File: src/rtl/pipe_hazard_scoreboard_if.sv
// pipe_hazard_scoreboard_if: ID-side request and hazard/forwarding response bundle (optional WB bypass via PIPE_HAZARD_WB_BYPASS_EN)
interface pipe_hazard_scoreboard_if #(
  parameter int REG_AW = 5,
  parameter int DEPTH  = 3,
  parameter int CNT_W  = 32
);
  localparam int SELW = $clog2(DEPTH);
  logic              id_valid;
  logic [REG_AW-1:0] id_rs;
  logic [REG_AW-1:0] id_rt;
  logic              id_use_rs;
  logic              id_use_rt;
  logic              id_wr_en;
  logic [REG_AW-1:0] id_rd;
  logic              id_is_load;
  logic              flush;
  logic              stall;
  logic              pc_write;
  logic              if_id_write;
  logic              ex_valid;
  logic [SELW-1:0]   fwd_rs_sel;
  logic [SELW-1:0]   fwd_rt_sel;
  logic [CNT_W-1:0]  stall_cnt;
`ifdef PIPE_HAZARD_WB_BYPASS_EN
  logic              id_wb_byp_rs;
  logic              id_wb_byp_rt;
  modport master (
    output id_valid, id_rs, id_rt, id_use_rs, id_use_rt, id_wr_en, id_rd, id_is_load, flush,
    input  stall, pc_write, if_id_write, ex_valid, fwd_rs_sel, fwd_rt_sel, stall_cnt,
           id_wb_byp_rs, id_wb_byp_rt
  );
  modport slave (
    input  id_valid, id_rs, id_rt, id_use_rs, id_use_rt, id_wr_en, id_rd, id_is_load, flush,
    output stall, pc_write, if_id_write, ex_valid, fwd_rs_sel, fwd_rt_sel, stall_cnt,
           id_wb_byp_rs, id_wb_byp_rt
  );
`else
  modport master (
    output id_valid, id_rs, id_rt, id_use_rs, id_use_rt, id_wr_en, id_rd, id_is_load, flush,
    input  stall, pc_write, if_id_write, ex_valid, fwd_rs_sel, fwd_rt_sel, stall_cnt
  );
  modport slave (
    input  id_valid, id_rs, id_rt, id_use_rs, id_use_rt, id_wr_en, id_rd, id_is_load, flush,
    output stall, pc_write, if_id_write, ex_valid, fwd_rs_sel, fwd_rt_sel, stall_cnt
  );
`endif
endinterface

File: src/rtl/pipe_hazard_scoreboard.sv
// pipe_hazard_scoreboard: shift scoreboard giving load-use stalls and EX forwarding selects (PIPE_HAZARD_WB_BYPASS_EN adds WB bypass flags)
module pipe_hazard_scoreboard #(
  parameter int REG_AW     = 5,
  parameter int DEPTH      = 3,
  parameter int ALU_AVAIL  = 1,
  parameter int LOAD_AVAIL = 2,
  parameter int CNT_W      = 32
) (
  input logic                    clk,
  input logic                    rst_n,
  pipe_hazard_scoreboard_if.slave bus
);
  localparam int SELW = $clog2(DEPTH);

  generate
    if (DEPTH < 2 || ALU_AVAIL < 1 || ALU_AVAIL > LOAD_AVAIL || LOAD_AVAIL > DEPTH - 1) begin : gCfgErr
      $error("pipe_hazard_scoreboard: illegal DEPTH/ALU_AVAIL/LOAD_AVAIL combination");
    end
  endgenerate

  logic [DEPTH-1:0]  slotValid, slotWr, slotLoad;
  logic [REG_AW-1:0] slotRd [DEPTH];
  logic [REG_AW-1:0] exRs, exRt;
  logic              exUseRs, exUseRt;
  logic              hazard, stallInt, take;
  logic [CNT_W-1:0]  stallCnt;

  function automatic logic slotMatch(input int k, input logic [REG_AW-1:0] r);
    return slotValid[k] && slotWr[k] && (slotRd[k] == r) && (r != '0);
  endfunction

  function automatic int slotAvail(input int k);
    return slotLoad[k] ? LOAD_AVAIL : ALU_AVAIL;
  endfunction

  // Only the youngest matching producer counts; older ones are shadowed by it.
  function automatic logic srcHazard(input logic [REG_AW-1:0] r, input logic used);
    logic found, haz;
    found = 1'b0;
    haz   = 1'b0;
    for (int j = 0; j < DEPTH - 1; j++)
      if (used && !found && slotMatch(j, r)) begin
        found = 1'b1;
        haz   = (j + 1 < slotAvail(j));
      end
    return haz;
  endfunction

  // Youngest match wins; if it is not yet forwardable the register file path is selected.
  function automatic logic [SELW-1:0] fwdSel(input logic [REG_AW-1:0] r, input logic used);
    logic            found;
    logic [SELW-1:0] sel;
    found = 1'b0;
    sel   = '0;
    for (int k = 1; k < DEPTH; k++)
      if (used && !found && slotMatch(k, r)) begin
        found = 1'b1;
        sel   = (k >= slotAvail(k)) ? SELW'(k) : '0;
      end
    return sel;
  endfunction

  assign hazard   = bus.id_valid && (srcHazard(bus.id_rs, bus.id_use_rs) || srcHazard(bus.id_rt, bus.id_use_rt));
  assign stallInt = hazard && !bus.flush;
  assign take     = bus.id_valid && !stallInt && !bus.flush;

  assign bus.stall       = stallInt;
  assign bus.pc_write    = !stallInt;
  assign bus.if_id_write = !stallInt;
  assign bus.ex_valid    = slotValid[0];
  assign bus.fwd_rs_sel  = fwdSel(exRs, slotValid[0] && exUseRs);
  assign bus.fwd_rt_sel  = fwdSel(exRt, slotValid[0] && exUseRt);
  assign bus.stall_cnt   = stallCnt;

`ifdef PIPE_HAZARD_WB_BYPASS_EN
  assign bus.id_wb_byp_rs = bus.id_use_rs && slotMatch(DEPTH - 1, bus.id_rs);
  assign bus.id_wb_byp_rt = bus.id_use_rt && slotMatch(DEPTH - 1, bus.id_rt);
`endif

  // Advance the scoreboard one stage per cycle; slot 0 takes the ID instruction or a bubble.
  always_ff @(posedge clk or negedge rst_n) begin
    if (!rst_n) begin
      slotValid <= '0;
      slotWr    <= '0;
      slotLoad  <= '0;
      for (int k = 0; k < DEPTH; k++) slotRd[k] <= '0;
      exRs      <= '0;
      exRt      <= '0;
      exUseRs   <= 1'b0;
      exUseRt   <= 1'b0;
    end else begin
      slotValid <= {slotValid[DEPTH-2:0], take};
      slotWr    <= {slotWr[DEPTH-2:0], bus.id_wr_en};
      slotLoad  <= {slotLoad[DEPTH-2:0], bus.id_is_load};
      for (int k = 1; k < DEPTH; k++) slotRd[k] <= slotRd[k-1];
      slotRd[0] <= bus.id_rd;
      exRs      <= bus.id_rs;
      exRt      <= bus.id_rt;
      exUseRs   <= bus.id_use_rs;
      exUseRt   <= bus.id_use_rt;
    end
  end

  // Saturating count of stalled cycles.
  always_ff @(posedge clk or negedge rst_n) begin
    if (!rst_n) stallCnt <= '0;
    else if (stallInt && stallCnt != '1) stallCnt <= stallCnt + 1'b1;
  end
endmodule

File: src/flat_wrapper.sv
// flat-port wrapper written by rule: the top's interface ports become plain ports
module pipe_hazard_scoreboard_flat 
#(
  parameter int REG_AW     = 5,
  parameter int DEPTH      = 3,
  parameter int ALU_AVAIL  = 1,
  parameter int LOAD_AVAIL = 2,
  parameter int CNT_W      = 32
)
  (clk, rst_n, bus_id_valid, bus_id_rs, bus_id_rt, bus_id_use_rs, bus_id_use_rt, bus_id_wr_en, bus_id_rd, bus_id_is_load, bus_flush, bus_stall, bus_pc_write, bus_if_id_write, bus_ex_valid, bus_fwd_rs_sel, bus_fwd_rt_sel, bus_stall_cnt);
  pipe_hazard_scoreboard_if #(.REG_AW(REG_AW), .DEPTH(DEPTH), .CNT_W(CNT_W)) bus_i ();
  input logic clk;
  input logic rst_n;
  input wire logic [$bits(bus_i.id_valid)-1:0] bus_id_valid;
  input wire logic [$bits(bus_i.id_rs)-1:0] bus_id_rs;
  input wire logic [$bits(bus_i.id_rt)-1:0] bus_id_rt;
  input wire logic [$bits(bus_i.id_use_rs)-1:0] bus_id_use_rs;
  input wire logic [$bits(bus_i.id_use_rt)-1:0] bus_id_use_rt;
  input wire logic [$bits(bus_i.id_wr_en)-1:0] bus_id_wr_en;
  input wire logic [$bits(bus_i.id_rd)-1:0] bus_id_rd;
  input wire logic [$bits(bus_i.id_is_load)-1:0] bus_id_is_load;
  input wire logic [$bits(bus_i.flush)-1:0] bus_flush;
  output wire logic [$bits(bus_i.stall)-1:0] bus_stall;
  output wire logic [$bits(bus_i.pc_write)-1:0] bus_pc_write;
  output wire logic [$bits(bus_i.if_id_write)-1:0] bus_if_id_write;
  output wire logic [$bits(bus_i.ex_valid)-1:0] bus_ex_valid;
  output wire logic [$bits(bus_i.fwd_rs_sel)-1:0] bus_fwd_rs_sel;
  output wire logic [$bits(bus_i.fwd_rt_sel)-1:0] bus_fwd_rt_sel;
  output wire logic [$bits(bus_i.stall_cnt)-1:0] bus_stall_cnt;
  assign bus_i.id_valid = bus_id_valid;
  assign bus_i.id_rs = bus_id_rs;
  assign bus_i.id_rt = bus_id_rt;
  assign bus_i.id_use_rs = bus_id_use_rs;
  assign bus_i.id_use_rt = bus_id_use_rt;
  assign bus_i.id_wr_en = bus_id_wr_en;
  assign bus_i.id_rd = bus_id_rd;
  assign bus_i.id_is_load = bus_id_is_load;
  assign bus_i.flush = bus_flush;
  assign bus_stall = bus_i.stall;
  assign bus_pc_write = bus_i.pc_write;
  assign bus_if_id_write = bus_i.if_id_write;
  assign bus_ex_valid = bus_i.ex_valid;
  assign bus_fwd_rs_sel = bus_i.fwd_rs_sel;
  assign bus_fwd_rt_sel = bus_i.fwd_rt_sel;
  assign bus_stall_cnt = bus_i.stall_cnt;
  pipe_hazard_scoreboard #(.REG_AW(REG_AW), .DEPTH(DEPTH), .ALU_AVAIL(ALU_AVAIL), .LOAD_AVAIL(LOAD_AVAIL), .CNT_W(CNT_W)) u_core (.clk(clk), .rst_n(rst_n), .bus(bus_i));
endmodule
File: config.mk
export PLATFORM = sky130hd
export DESIGN_NAME = pipe_hazard_scoreboard_flat
export DESIGN_NICKNAME = d
export VERILOG_FILES = /design/src/rtl/pipe_hazard_scoreboard_if.sv /design/src/rtl/pipe_hazard_scoreboard.sv /design/src/flat_wrapper.sv
export SDC_FILE = /design/constraint.sdc
export NUM_CORES = 1
export LEC_CHECK = 0
export ABC_AREA = 1
export CAP_MARGIN = 20
export CORE_AREA = 2 2 81 83
export CTS_BUF_LIST = sky130_fd_sc_hd__clkbuf_4 sky130_fd_sc_hd__clkbuf_8 sky130_fd_sc_hd__clkbuf_16
export CTS_CLUSTER_SIZE = 12
export DETAILED_ROUTE_END_ITERATION = 8
export DIE_AREA = 0 0 83 85
export PLACE_DENSITY = 0.85
export SLEW_MARGIN = 20
export SYNTH_ARGS = -nofsm -noshare
export SYNTH_HDL_FRONTEND = slang
export SYNTH_SLANG_ARGS = --single-unit
File: constraint.sdc
create_clock -name clk -period 2.8 [get_ports clk]
set_input_delay 0.84 -clock clk [delete_from_list [all_inputs] [get_ports clk]]
set_output_delay 0.84 -clock clk [all_outputs]
set_load 0.05 [all_outputs]
# Word level (Yosys, flattened, before mapping)
# Cells that the tools add are included.
# Widths: inputs -> output; s select.
# totals
inputBits	23
output_inout_bits	40
word_cells	91
reg_bits	68
# op_classes
add_sub_neg	1
n_eq_ne	9
order_cmp	4
muxes	17
n_reduce_logical	49
# op_table
cell	n
$eq 5x5->1	8
$logic_and 1x1->1	38
$add 32x1->32 const B	1
$ge 2x32->1 const A	1
$ge 3x32->1 const A	1
$lt 2x32->1 const A	1
$lt 3x32->1 const A	1
$ne 32x32->1 const B	1
$reduce_bool 5->1	4
$mux 2	8
$mux 1	9
$logic_not 1->1	6
$logic_or 1x1->1	1

# Depth between registers and ports, before layout
# Gate-level depths: netlist (run 1).
# logic_depth
ltp_word	15
ltp_mapped	14
depth_no_buf	13

# Worst setup path before layout (run 1)
# OpenSTA, ideal clock, no wires.
# synth_timing
path_kind	register -> output
startpoint	register u_core.slotValid[0]
endpoint	output bus_fwd_rt_sel[1]
path_stages_with_launch	5
n_path_buf	0
arrival_time_ns	2.454
slack_ns	-0.494
path_cell_list	dfrtp_1 > nand2_1 > nor2_1 > nand3_1 > nor4_1
# synth_via
elab_chain_len	7
# synth_rtl
item	line_no	rtl
start, declared	pipe_hazard_scoreboard.sv:21	logic [DEPTH-1:0] slotValid, slotWr, slotLoad;
start signal, assigned	pipe_hazard_scoreboard.sv:92	slotValid <= {slotValid[DEPTH-2:0], take};
$logic_and 1x1->1 *	pipe_hazard_scoreboard.sv:72	assign bus.fwd_rt_sel = fwdSel(exRt, slotValid[0] && exUseRt);
$logic_and 1x1->1	pipe_hazard_scoreboard.sv:56	if (used && !found && slotMatch(k, r)) begin
$mux 1	pipe_hazard_scoreboard.sv:56	
$logic_not 1->1	pipe_hazard_scoreboard.sv:56	
$logic_and 1x1->1 * (2 in series)	pipe_hazard_scoreboard.sv:56	
$mux 2 *	pipe_hazard_scoreboard.sv:56	
end, declared	flat_wrapper.sv:28	output wire logic [$bits(bus_i.fwd_rt_sel)-1:0] bus_fwd_rt_sel;
# Mark *: on every way between the ends. The rest lies on a longest branch, timed or not.

# Final worst setup path (run 1)
# layout_timing
startpoint	input bus_id_use_rs
endpoint	output bus_stall
# layout_via
elab_chain_len	9
elab_cells_between_ends	10
cone_classes	3 x mux; 7 x reduce/logical
# layout_rtl
item	line_no	rtl
start, declared	flat_wrapper.sv:17	input wire logic [$bits(bus_i.id_use_rs)-1:0] bus_id_use_rs;
$logic_and 1x1->1	pipe_hazard_scoreboard.sv:42	if (used && !found && slotMatch(j, r)) begin
$mux 1	pipe_hazard_scoreboard.sv:42	
$logic_not 1->1	pipe_hazard_scoreboard.sv:42	
$logic_and 1x1->1 (2 in series)	pipe_hazard_scoreboard.sv:42	
$mux 1 *	pipe_hazard_scoreboard.sv:42	
$logic_or 1x1->1 *	pipe_hazard_scoreboard.sv:63	assign hazard = bus.id_valid && (srcHazard(bus.id_rs, bus.id_use_rs) || srcHazard(bus.id_rt, bus.id_use_rt));
$logic_and 1x1->1 *	pipe_hazard_scoreboard.sv:63	
$logic_and 1x1->1 *	pipe_hazard_scoreboard.sv:64	assign stallInt = hazard && !bus.flush;
end, declared	flat_wrapper.sv:23	output wire logic [$bits(bus_i.stall)-1:0] bus_stall;
# Marked as above.

==> results.md, run 1 <==
- Worst min path class: reg -> reg
- Global Route met3 Usage: 4.86%
- Final #Nets: 543
- Post-synth net total: 456
- Initial Util: 55.7%
- Total track usage: around a quarter
- Max VDD drop: 0.000301 V
- Worst Setup Path Type: in -> out
- Most common cell in the synthesized netlist: nand2_1
- Final RePlAce weighted congestion: 0.991
- Setup crit end kind: primary output
- Fillers: 430
- Min Clock Period, post-route: 2.75 ns
- Core area: just over 6000 sq um
- Post-Route Skew: 0.00637 ns
- Most common cell on crit path: nand2_1
- Post-synth EDFFs: 0
- FMAX: 0.363 GHz
- Port buffer count: 62
- Top cells by area, synth: dfrtp_1 (49%), nand2_1 (14%), inv_1 (8.5%)
- Post-Syn Instances: ~430
- Worst path cell trace: dlygate4sd2_1 -> nand2_1 -> a21oi_1 -> nand2_1 -> nor2_2 -> nand3_2 -> nand2_2 -> nand2_4 -> clkinvlp_4 -> buf_12
- LEAKAGE: ~2.3 nW
- Sequential area share after synthesis: around half
- CP max stage delay: 0.22 ns
- H-tree depth: 3
- Status: completed
- CP Data Required Time: 1.96 ns
- Iter 0 DRT Violations: approximately 260
- Nature of the critical path startpoint: input pin
- Clock insertion delay at the later pin of the skew report: 0.34 ns
- Synth Flop Type: dfrtp_1
- Vias in the first global route: 3166
- Crit-path slowest cell: dlygate4sd2_1
- Layout cells sized above 1: 16.8%
- Power Density: 444 nW/um^2
- Global route overflow: 0
- Arrival @ worst endpoint: 1.91 ns
- Clock Root Buffer: clkbuf_8
- Synth async-reset ratio: 100%
- DRC Markers: 0
- Distinct cells, synth: 28
- Max Buffers Root-to-Sink: 2
- Area Overhead vs Synth: 33.0%
- Max-slew violations: 0
- Detail Route Antenna Nets: 0
- Pre-Repair DR Iteration Count: 5
- CTS tree: done
- Worst slew pin tran: 0.573 ns
- Total Wirelength: 8720 um
- Crit-path leading delay family: simple AND/OR/NAND/NOR gates
- DR vias: ~3200
- Die area: around 7100 sq um
- Antenna violations before repair: 0
- Fin crit share: between 90% and 100%
- Cell Area, Synth: around 3500 sq um
- Buffers and inverters on the worst path: 3
- Clock transition at path regs: 0.07 ns
- CTS hold repair buffers: 0
- Hpwl dp: 6000 um
- Antenna Cells: 0
- Slew HR: 61.7%
- Die Ht: ~85 um
- Die Wd: 83 um
- Post-route setup TNS: 0 ns
- Syn Area/Cell: 8.00 sq um
- Largest net degree at the start of global routing: 30
- First-pass GRT wire length: 13600 um
- Top-Level Pins: 63
- Vias per cell: 5.33
- CTS sink count: 67
- Commonest cells in the netlist: nand2_1 (125), inv_1 (78), dfrtp_1 (67)
- Worst slack at placement: -0.281 ns
- Top Usage Layer GRT: met2
- Cts bufs inserted: 9
- Drt wl/cell: 14.5 um
- Cell Rows: 29
- Synth area leader: dfrtp_1
- Setup slack after layout: 0.0459 ns
- CP Max Fanout: 3
- Final number of setup-violating endpoints: 0
- Hold Vio Cnt, Final: 0
- Synth Warn #: 0
- Met1 usage: a little over a quarter
- Area share of the largest cell type after synthesis: 48.5%
- Yosys reg bits: 67
- M2 GR Usage: 42.4%
- Max-cap violations: 0
## per-layer routing
layer / wire length [um] / up-vias
met5: 0 / -
met4: 367 / 0
met3: 490 / 36
met2: 4590 / 130
met1: 3280 / 1516
li1: - / 1515
## worst reg2reg max path, stage by stage, from the launching register on
cell	delay (ns)
dfrtp_1	0.45
inv_1	0.12
nand2_1	0.06
nand2_1	0.07
nand2_2	0.06
buf_4	0.13
buf_4	0.12
buf_4	0.12
buf_4	0.12
buf_4	0.12
nor2_2	0.11
nand3_2	0.09
nand2_2	0.09
nand2_2	0.07
nor2_4	0.15
buf_12	0.13
clkbuf_16	0.16
nand3_1	0.08
nand2_1	0.07
nand2_1	0.05
## what timing repair did
action,in CTS,in global routing
gates resized for setup,14,25
buffers inserted,5,1
hold endpoints to repair,0,0
pin swaps,3,6
gates cloned,0,3
endpoints found under the setup margin,3,31
## cells by family (layout without fill, tap and decap cells)
group	after synthesis	in the layout	share of synthesized area (%)
AO/OA/AOI/OAI	13	13	2.39
XOR/XNOR	25	25	6.34
adder cells (fa/ha/maj)	1	1	0.362
buffers and inverters	86	177	10.3
flip-flops	67	67	48.5
AND/OR/NAND/NOR	240	240	32.1
## per-stage QoR
step                util [%]  hold WS, ns  instance area (sq um)  instances  total power [mW]
CTS                     72.7        0.375                   4510        596              2.05
global placement        68.7        0.357                   4270        576              1.18
global route            74.1        0.394                   4600        600              2.11
detailed placement      68.7        0.359                   4270        576              1.19
floorplan                  -        0.354                   3490        432              1.10
finish                  74.1        0.375                   4600        600              2.04
## cell usage in the layout (no fill, tap or decap), types with 9 or more instances in the layout
master,n
nand2_2,12
inv_1,77
nand3_1,29
buf_4,16
nand2_1,120
clkbuf_8,10
nor3_1,9
nor2_1,25
clkdlybuf4s50_1,42
nand4_1,18
dfrtp_1,67
xnor2_1,19
## worst paths after layout
path | from | to | slack, ns | cells past startpoint
worst max-delay path | bus_id_use_rs | bus_stall | 0.05 | 10
worst min-delay path | u_core.slotRd[6]$_DFF_PN0_ | u_core.slotRd[1]$_DFF_PN0_ | 0.37 | 0
worst max register to register | u_core.slotRd[10]$_DFF_PN0_ | u_core.bus.stall_cnt[17]$_DFFE_PN0P_ | 0.33 | 19
worst min register to register | u_core.slotRd[6]$_DFF_PN0_ | u_core.slotRd[1]$_DFF_PN0_ | 0.37 | 0
max in group asynchronous | rst_n | u_core.bus.stall_cnt[18]$_DFFE_PN0P_ | 1.63 | 2
min in group asynchronous | rst_n | u_core.bus.stall_cnt[28]$_DFFE_PN0P_ | 0.45 | 1
## power breakdown
group / internal (mW) / leakage, nW / switching (mW) / total, mW
sequential: 0.995 / 0.817 / 0.0274 / 1.02
clock: 0.517 / 0.108 / 0.353 / 0.870
combinational: 0.0598 / 1.37 / 0.0875 / 0.147
## state kept, by name, summed over array words and instances, names as in the netlist
| register | flops |
|---|---|
| u_core.bus.stall_cnt | 32 |
| u_core.slotRd | 15 |
| u_core.exRs | 5 |
| u_core.exRt | 5 |
| u_core.slotValid | 3 |
| u_core.slotWr | 3 |
| u_core.slotLoad | 2 |
| u_core.exUseRs | 1 |
| u_core.exUseRt | 1 |
## final cells by class
type	instances	area, sq um	area share (%)
clock buffer	10	138	2.99
clock inverter	5	77.6	1.69
inverter	81	308	6.70
multi-input combinational	279	1480	32.2
sequential	67	1680	36.5
tap	77	96.3	2.10
timing repair buffer	81	820	17.8
No activity file was read; power rests on OpenSTA's default activity.
==> inputs of run 2 (changes only) <==
Settings changed: MAX_ROUTING_LAYER from default to met4, SLEW_MARGIN 20 to 10.
==> results.md, run 2 (synthesized netlist as in run 1, its figures left out) <==
- Status: completed
- Worst min path class: reg -> reg
- Die Wd: 83 um
- Vias per cell: 5.21
- Hpwl dp: 5910 um
- Antenna Cells: 0
- Iter 0 DRT Violations: approximately 120
- Nature of the critical path startpoint: input pin
- H-tree depth: 3
- Max-cap violations: 0
- Max Buffers Root-to-Sink: 2
- Final number of setup-violating endpoints: 0
- Die area: 7060 sq um
- Post-Route Skew: ~0.0046 ns
- DR vias: 3079
- CP Max Fanout: 3
- Antenna violations before repair: 0
- Slew HR: between 60 and 70%
- Post-Layout Inst Area: 4450 sq um
- Clock insertion delay at the later pin of the skew report: 0.35 ns
- First-pass GRT wire length: 13900 um
- Power Density: 445 nW/um^2
- Final #Nets: 533
- Pre-Repair DR Iteration Count: 4
- LEAKAGE: 2.23 nW
- Global route overflow: 0
- Core area: roughly 6200 sq um
- WHS: 0.375 ns
- Most frequent cells in the layout: nand2_1 (122), inv_1 (77), dfrtp_1 (66), clkdlybuf4s50_1 (42), nand3_1 (31)
- Max-slew violations: 0
- Initial Util: 55.7%
- CTS hold repair buffers: 0
- Arrival @ worst endpoint: 1.86 ns
- CTS sink count: 67
- DRC Markers: 0
- Worst slew pin tran: between 0.5 and 0.6 ns
- Fin crit share: 96.3%
- Worst Setup Path Type: in -> out
- Detail Route Antenna Nets: 0
- Hold Vio Cnt, Final: 0
- Largest net degree at the start of global routing: 68
- Min Clock Period, post-route: 2.70 ns
- Setup crit end kind: primary output
- Area Overhead vs Synth: 28.8%
- Post-layout util: 71.7%
- Commonest non-fill, non-tap cell in the layout: nand2_1
- FF-to-FF setup slack: 0.81 ns
- Reg-to-Reg Start: u_core.slotRd[10]$_DFF_PN0_
- Vias in the first global route: 3102
- Final cell count without fillers: 591
- Post-DP Area: 4260 sq um
- RSZ-0062 raised after global routing: false
- CTS tree: done
- Top-Level Pins: 63
- Post-route setup TNS: 0 ns
- Cts bufs inserted: 9
- Max VDD drop: 0.000320 V
- Drt wl/cell: 13.7 um
- Die Ht: ~85 um
- Dpl cells: 574
- Clock transition at path regs: 0.07 ns
- Total Wirelength: 8080 um
- Worst Setup SP: bus_id_use_rt
- Total track usage: 25.5%
- Max reg flops: 32
- CP Data Required Time: 1.96 ns
- Cell Rows: 29
- Layout cells sized above 1: between 10% and 20%
- FMAX: 0.371 GHz
- Port buffer count: a little over 60
- Final RePlAce weighted congestion: roughly 1.0
- Worst Hold Launch: u_core.slotRd[6]$_DFF_PN0_
- Clock Root Buffer: clkbuf_8
[run 2: timing repair]
action,in CTS,in global routing
pin swaps,5,8
setup endpoints to repair,3,4
gates resized for setup,17,23
buffers inserted,1,0
[run 2: area by class of cell]
cell class              instances  area [sq um]
flip-flops and latches         67          1680
multi-input cells             279          1470
fillers                       458          1750
clock inverters                 6          65.1
well taps                      77          96.3
inverters                      81           308
clock buffers                  10           138
repair buffers                 71           697
[run 2: worst paths after layout]
path,endpoint,cells after the start
worst min register to register,u_core.slotRd[1]$_DFF_PN0_,0
max in group asynchronous,u_core.slotRd[10]$_DFF_PN0_,2
min in group asynchronous,u_core.bus.stall_cnt[24]$_DFFE_PN0P_,2
worst min-delay path,u_core.slotRd[1]$_DFF_PN0_,0
worst max-delay path,bus_stall,10
worst max register to register,u_core.bus.stall_cnt[24]$_DFFE_PN0P_,13
[run 2: metrics by stage]
stage,setup slack (ns),power [mW]
floorplan,0.0377,1.10
global placement,-0.252,1.18
detailed placement,-0.334,1.19
CTS,0.0147,2.00
global route,0.00322,2.06
finish,0.103,1.98
[run 2: where the power goes]
group / internal, mW / switching [mW]
registers: 0.994 / 0.0277
clock network: 0.435 / 0.381
logic: 0.0592 / 0.0855
[run 2: routing by layer]
metal | wire (um) | track usage, %
met3 | 431 | 4.67
met1 | 3190 | 28.2
met2 | 4160 | 43.6
met4 | 301 | 14.2
met5 | 0 | -
[run 2: critical path, stage by stage]
cell and delay [ns]:
dlygate4sd2_1 0.20, nand2_1 0.06, nor2_1 0.12, nand2_1 0.09
inv_1 0.06, nand4_1 0.11, nand2_2 0.11, nand2_4 0.07
clkinvlp_4 0.08, buf_12 0.13
==> inputs of run 3 (changes only) <==
Settings changed: CORE_AREA 2 2 81 83 to 2 2 86 88, DIE_AREA 0 0 83 85 to 0 0 88 90, PLACE_DENSITY 0.85 to 0.76.
==> results.md, run 3 (synthesized netlist as in run 1, its figures left out) <==
- FMAX: 0.366 GHz
- Dpl cells: 602
- Setup crit end kind: primary output
- Fillers: 596
- FF-to-FF setup slack: approximately 0.88 ns
- Post-DP Area: 4320 sq um
- Vias per cell: ~5
- Initial Util: 49.2%
- Die Ht: ~90 um
- Worst Hold Launch: u_core.slotWr[1]$_DFF_PN0_
- Core area: between 7000 and 8000 sq um
- Max-slew violations: 0
- Top-Level Pins: 63
- Total track usage: 22.4%
- Final #Nets: 541
- Most frequent cells in the layout: nand2_1 (122), inv_1 (75), dfrtp_1 (65), clkdlybuf4s50_1 (42), nand3_1 (29)
- CTS hold repair buffers: 0
- FF-to-FF path depth: 13
- Arrival @ worst endpoint: 1.89 ns
- Total Wirelength: 7880 um
- Vias in the first global route: between 2000 and 3000
- Pre-Repair DR Iteration Count: 4
- CP Max Fanout: 3
- Slew HR: between 50 and 60%
- Hold Path Depth: 0
- Power Density: 427 nW/um^2
- Cts bufs inserted: 9
- H-tree depth: 3
- CTS tree: done
- Worst min path class: reg -> reg
- Detail Route Antenna Nets: 0
- Critical R2R Capture: u_core.bus.stall_cnt[12]$_DFFE_PN0P_
- Post-Route Skew: 0.00834 ns
- Max Buffers Root-to-Sink: 2
- Die Wd: between 80 and 90 um
- Clock transition at path regs: 0.07 ns
- Reg-to-Reg Start: u_core.bus.stall_cnt[0]$_DFFE_PN0P_
- Post-Layout Inst Area: approximately 4600 sq um
- LEAKAGE: between 2 and 2.5 nW
- Overall Power: 1.95 mW
- Layout cells sized above 1: between 15 and 20%
- Drt wl/cell: 12.7 um
- Worst slew pin tran: 0.632 ns
- Largest net degree at the start of global routing: 30
- Final RePlAce weighted congestion: 0.926
- Die area: 7920 sq um
- Area Overhead vs Synth: 32.2%
- Fin crit share: 97.6%
- Clock Root Buffer: clkbuf_8
- Final cell count without fillers: 621
- CP Data Required Time: 1.96 ns
- Max-cap violations: 0
- Status: completed
- First-pass GRT wire length: 13400 um
- Final number of setup-violating endpoints: 0
- Max reg flops: 32
- Cell Rows: 31
- CTS sink count: 67
- Hold Vio Cnt, Final: 0
- Global route overflow: 0
- Port buffer count: between 60 and 70
- Hold path endpoint: u_core.slotWr[2]$_DFF_PN0_
- Antenna Cells: 0
- Clock insertion delay at the later pin of the skew report: about 0.35 ns
- Antenna violations before repair: 0
- Iter 0 DRT Violations: ~150
- DR vias: 3030
- Hpwl dp: 6040 um
- Nature of the critical path startpoint: flip-flop
- Min Clock Period, post-route: 2.73 ns
- Commonest non-fill, non-tap cell in the layout: nand2_1
- Worst Setup Path Type: reg -> out
- Max VDD drop: ~0.00032 V
- DRC Markers: 0
run 3: cell type report:
class	instances	area, sq um	share of cell area, %
clock inverters	7	68.8	1.51
repair buffers	79	764	16.7
clock buffers	9	124	2.71
multi-input cells	279	1500	32.9
inverters	81	308	6.74
flip-flops and latches	67	1680	36.7
well taps	99	124	2.71
run 3: metal layers:
layer | vias to the layer above | part of all wire, % | track usage [%]
met5 | - | 0 | -
met4 | 0 | 2.6 | 10.5
met3 | 19 | 5.4 | 4.41
met2 | 78 | 52 | 36.9
met1 | 1422 | 40 | 25.8
li1 | 1511 | - | -
run 3: critical path: stages (launching register included):
cell       delay (ns)
dfrtp_2          0.43
nor3_2           0.20
nand3_2          0.13
o2111ai_4        0.10
nor2_1           0.09
nor4_2           0.28
bufbuf_16        0.32
run 3: where the power goes:
part / internal [mW] / total [mW] / switching [mW]
Combinational: 0.0648 / 0.154 / 0.0888
Sequential: 0.995 / 1.02 / 0.0276
Clock: 0.407 / 0.775 / 0.368
Total: 1.47 / 1.95 / 0.485
run 3: worst max-delay path by stage:
| stage | slack (ns) | end | from | depth (start not counted) |
|---|---|---|---|---|
| global route | -0.06 | bus_fwd_rt_sel[1] | u_core.slotRd[7]$_DFF_PN0_ | 7 |
| global placement | -0.28 | bus_stall | bus_id_rs[0] | 10 |
| floorplan | 0.04 | bus_fwd_rt_sel[1] | u_core.slotValid[0]$_DFF_PN0_ | 4 |
| CTS | 0.005 | bus_stall | bus_id_rs[0] | 10 |
| finish | 0.07 | bus_fwd_rt_sel[1] | u_core.exRt[0]$_DFF_PN0_ | 6 |
| detailed placement | -0.31 | bus_stall | bus_id_rs[0] | 10 |
run 3: repair_timing:
| action | 4_1_cts | 5_1_grt |
|---|---|---|
| resized for setup | 16 | 31 |
| pin swaps | 3 | 14 |
| endpoints found under the setup margin | 3 | 4 |
| setup buffers | 1 | 2 |
run 3: through the flow:
stage | hold WS (ns) | setup TNS, ns | util (%) | worst slack [ns]
after floorplan | 0.354 | 0 | - | 0.0377
after global placement | 0.356 | -0.822 | 61.6 | -0.285
after detailed placement | 0.358 | -0.887 | 61.6 | -0.308
after CTS | 0.376 | 0 | 64.4 | 0.00514
after global routing | 0.382 | -0.0581 | 65.1 | -0.0581
final | 0.373 | 0 | 65.1 | 0.0679
